`config.mk`:
```
export PLATFORM = sky130hd
export DESIGN_NAME = uart_rx_fifo
export DESIGN_NICKNAME = d
export VERILOG_FILES = /design/src/rtl/uart_rx_fifo.sv
export SDC_FILE = /design/constraint.sdc
export NUM_CORES = 1
export LEC_CHECK = 0
export ABC_CLOCK_PERIOD_IN_PS = 3200
export CAP_MARGIN = 25
export CORE_MARGIN = 5
export CORE_UTILIZATION = 29
export DETAILED_ROUTE_END_ITERATION = 8
export SYNTH_ARGS = -nofsm -noshare
export SYNTH_HDL_FRONTEND = slang
export SYNTH_SLANG_ARGS = --single-unit
```
`constraint.sdc`:
```
create_clock -name clk -period 3.2 [get_ports clk]
set_clock_uncertainty 0.2 [all_clocks]
set_input_delay 0.32 -clock clk [delete_from_list [all_inputs] [get_ports clk]]
set_output_delay 0.32 -clock clk [all_outputs]
set_load 0.01 [all_outputs]
```
`src/rtl/uart_rx_fifo.sv`:
```
`default_nettype none
// ============================================================================
// Module  : uart_rx_fifo
// Purpose : UART receive buffer; acks bytes from the rx engine into a
//           first-word-fall-through circular FIFO for the processor.
// Revision: 1.0 - initial release
// ============================================================================
module uart_rx_fifo #(
  parameter int DEPTH = 16,
  parameter int AW    = 4
) (
  input  logic          clk,
  input  logic          reset,
  input  logic          rxrdy,
  input  logic [7:0]    rx_data,
  input  logic [2:0]    rx_err,
  output logic          rx_ack,
  input  logic          rd,
  input  logic          clr,
  output logic [7:0]    dout,
  output logic [2:0]    dout_err,
  output logic          empty,
  output logic          full,
  output logic [AW:0]   count,
  output logic          ovf_sticky,
  output logic          ne_pulse
);

  localparam logic [AW:0] c_depth = (AW+1)'(DEPTH);

  typedef enum logic [0:0] {
    S_IDLE = 1'b0,
    S_WAIT = 1'b1
  } state_t;

  state_t          r_state;
  logic [10:0]     r_mem [DEPTH];
  logic [AW-1:0]   r_wptr;
  logic [AW-1:0]   r_rptr;
  logic [AW:0]     r_count;
  logic            r_rx_ack;
  logic            r_ovf_sticky;
  logic            r_ne_pulse;

  logic            w_empty;
  logic            w_full;
  logic            w_capture;
  logic            w_wr;
  logic            w_rd;
  logic            w_ovf;
  logic [10:0]     w_head;

  assign w_empty   = (r_count == '0);
  assign w_full    = (r_count == c_depth);
  assign w_capture = (r_state == S_IDLE) && rxrdy && !w_full;
  // A flush drops the byte being captured but the handshake still completes.
  assign w_wr      = w_capture && !clr;
  assign w_rd      = rd && !w_empty && !clr;
  assign w_ovf     = (r_state == S_IDLE) && rxrdy && w_full;
  assign w_head    = r_mem[r_rptr];

  always_ff @(posedge clk) begin
    if (w_wr) begin
      r_mem[r_wptr] <= {rx_err, rx_data};
    end
  end

  always_ff @(posedge clk or posedge reset) begin
    if (reset) begin
      r_state      <= S_IDLE;
      r_wptr       <= '0;
      r_rptr       <= '0;
      r_count      <= '0;
      r_rx_ack     <= 1'b0;
      r_ovf_sticky <= 1'b0;
      r_ne_pulse   <= 1'b0;
    end else begin
      r_rx_ack   <= 1'b0;
      r_ne_pulse <= w_empty && w_wr;

      case (r_state)
        S_IDLE: begin
          if (w_capture) begin
            r_rx_ack <= 1'b1;
            r_state  <= S_WAIT;
          end
        end
        S_WAIT: begin
          // Hold off until the engine drops rxrdy so one byte is taken once.
          if (!rxrdy) begin
            r_state <= S_IDLE;
          end
        end
        default: r_state <= S_IDLE;
      endcase

      if (clr) begin
        r_wptr       <= '0;
        r_rptr       <= '0;
        r_count      <= '0;
        r_ovf_sticky <= 1'b0;
      end else begin
        if (w_ovf) begin
          r_ovf_sticky <= 1'b1;
        end
        if (w_wr) begin
          r_wptr <= r_wptr + AW'(1);
        end
        if (w_rd) begin
          r_rptr <= r_rptr + AW'(1);
        end
        case ({w_wr, w_rd})
          2'b10:   r_count <= r_count + (AW+1)'(1);
          2'b01:   r_count <= r_count - (AW+1)'(1);
          default: r_count <= r_count;
        endcase
      end
    end
  end

  assign rx_ack     = r_rx_ack;
  assign empty      = w_empty;
  assign full       = w_full;
  assign count      = r_count;
  assign ovf_sticky = r_ovf_sticky;
  assign ne_pulse   = r_ne_pulse;
  assign dout       = w_empty ? 8'h00 : w_head[7:0];
  assign dout_err   = w_empty ? 3'b000 : w_head[10:8];

endmodule
`default_nettype wire

```
==> impl_metrics.yaml <==
outcome:
  outcome: "finished, final reports clean"
synth:
  syn-cell-area_um2: 7800
  ys_seq_elements: 193
  synth_most_common_cell: "edfxtp_1"
  synth_area_leaders: "edfxtp_1, mux4_2, dfrtp_1, nor2_1, ha_1"
  syn_inst: 392
  yosysWarnings: 0
  synth_nets: 415
  synth_top_area_cell: "edfxtp_1"
  yosysTopAreaCellShare: 0.677
  synth_edf_count: 176
  seq_area_frac_synth: 0.732
  synth_top_cells_by_count: "edfxtp_1, mux4_2, nor2_1, dfrtp_1, nor2b_1"
  async_flop_share: 0.0881
  synth-main-ff-cell: "edfxtp_1"
  synthDistinctLibCells: 43
  avgSynthCellArea_um2: 19.9
cells_and_area:
  diodes: 0
  fillers: 2472
  multi_input_area_um2: 2000
  seqCellArea_um2: 5710
  drive_above_1_share: 0.303
  area_growth_pct: 22.2
  finalNetCount: 501
routing:
  detail_route.wl_per_cell_um: 20.6
  drt_pass1_iterations: 4
  drtIter0Drc: 280
  drc_errors: 0
  viasPerCell: 4.74
  vias: 3943
  ant_nets: 0
  finalWirelength_mm: 17.1
clocking:
  numCtsBuffers: 17
  clock_path_buffers: 2
  worstSkewPairLatency_ns: 0.42
  clock_sinks: 193
  clk_pin_slew_ns: 0.07
  hold_buffers: 0
  cts_tree: "yes"
  cts_root_buf: "clkbuf_16"
  h-tree-depth: 4
sta:
  layout_setup_ws_ns: 0.0817
  max_freq_mhz: 321
  worst_pin_slew_ns: 0.821
  tns_ns: 0
  slew_violations: 0
  setup_violations: 0
  fin_crit_sh: 0.974
  min_period_ns: 3.12
  hold_violations: 0
  max-slew-margin-rel: 0.452
die:
  start_util: 0.292
  die_w_um: 174
  chipHeight_um: 174
  core_um2: 26700
  num_rows: 60
  ios: 37
  die_area_um2: 30300
hold_path:
  hold_path_class: "in -> async"
critical_path:
  crit_type: "reg -> out"
  cp-end-kind: "output port"
  crit_fanout: 11
  crit_arrival_ns: 2.60
  crit_path_start_kind: "register"
  cp.required_ns: 2.68
global_routing:
  grt_max_degree: 48
  track_usage: 0.117
  antenna_found_initial: 1
  grt_pass1_wl_mm: 26.4
  overflow: 0
  grt_pass1_vias: 4205
placement:
  port_buffers: 36
  dpl_worst_slack_ns: 0.205
  dp_hpwl_mm: 10.5
  gp_congestion: 0.761
power_and_ir_drop:
  leakagePower_nw: 3.11
  powerDensity_nw_per_um2: 712
  total_power_mw: 6.79
  peakVddDrop_mv: 0.359
job:
  max_cap_violations: 0
layer usage:
| metal | GRT usage | vias up | part of all wire |
|---|---|---|---|
| met5 | 0 | - | 0.00076 |
| met4 | 0.0406 | 2 | 0.016 |
| met3 | 0.0268 | 16 | 0.045 |
| met2 | 0.199 | 88 | 0.53 |
| met1 | 0.149 | 2077 | 0.41 |
| li1 | - | 1760 | - |
final cells by class:
cell class / instances / share of cell area
sequential: 193 / 0.599
multi-input combinational: 174 / 0.210
timing repair buffer: 86 / 0.0837
tap: 341 / 0.0448
clock buffer: 17 / 0.0446
clock inverter: 15 / 0.0156
inverter: 6 / 0.00236
cells in the final DEF, fill, tap and decap left out, types with 5 or more instances in the layout:
cell	synthesis	layout
buf_12	0	5
buf_4	0	43
clkbuf_16	0	17
clkdlybuf4s50_1	0	25
dfrtp_1	17	15
edfxtp_1	176	176
ha_1	7	7
inv_1	6	6
mux4_2	55	55
nand2_1	8	8
nor2_1	34	34
nor2b_1	13	13
flip-flops by register name (all words and copies together), names as in the netlist:
| name | cells |
|---|---|
| rx_ack | 1 |
| r_wptr | 4 |
| count | 5 |
| r_mem | 176 |
| r_rptr | 4 |
| r_state | 1 |
| ovf_sticky | 1 |
| ne_pulse | 1 |
where the power goes:
part	internal (mW)	switching, mW	leakage, nW
clock	1.10	0.947	0.281
combinational	0.986	0.860	1.02
sequential	2.81	0.0897	1.81
logic make-up (layout without fill, tap and decap cells):
kind of cell,Yosys count,after routing,synth area share
flops,193,193,0.732
xor+xnor,7,7,0.00786
buf+inv,25,124,0.0130
simple gates,81,81,0.0537
mux,56,56,0.160
compound gates,23,23,0.0224
fa+ha+maj,7,7,0.0112
metrics by stage:
stage	hold slack (ns)	cells	util	cell area, um^2
after global routing	0.176	832	0.357	9530
after global placement	0.282	786	0.330	8820
after detailed placement	0.310	786	0.330	8820
after floorplan	0.0461	392	-	7800
final	0.111	832	0.357	9530
after CTS	0.108	825	0.354	9460
worst max-delay path: stages, from the launching register on:
cell	delay [ns]
dfrtp_2	0.40
buf_6	0.13
buf_16	0.13
buf_4	0.11
mux4_2	0.47
mux4_2	0.49
nor2b_1	0.14
dlygate4sd2_1	0.29
worst paths after layout:
path,end,slack (ns),cells after the start,start
max in group asynchronous,r_rptr[0],2.18,2,reset
min reg2reg,ovf_sticky,0.32,2,ovf_sticky
min in group clk,ovf_sticky,0.32,2,ovf_sticky
max,dout[5],0.08,7,r_rptr[0]
min,rx_ack,0.11,2,reset
max reg2reg,count[4],0.39,9,count[0]
timing repair:
action                                  CTS  global route
endpoints found under the setup margin   11            13
hold endpoints to repair                  0             0
cloned                                    1             0
resized for setup                        13            17
buffers inserted                          6             7
No activity file was read; power rests on OpenSTA's default activity.
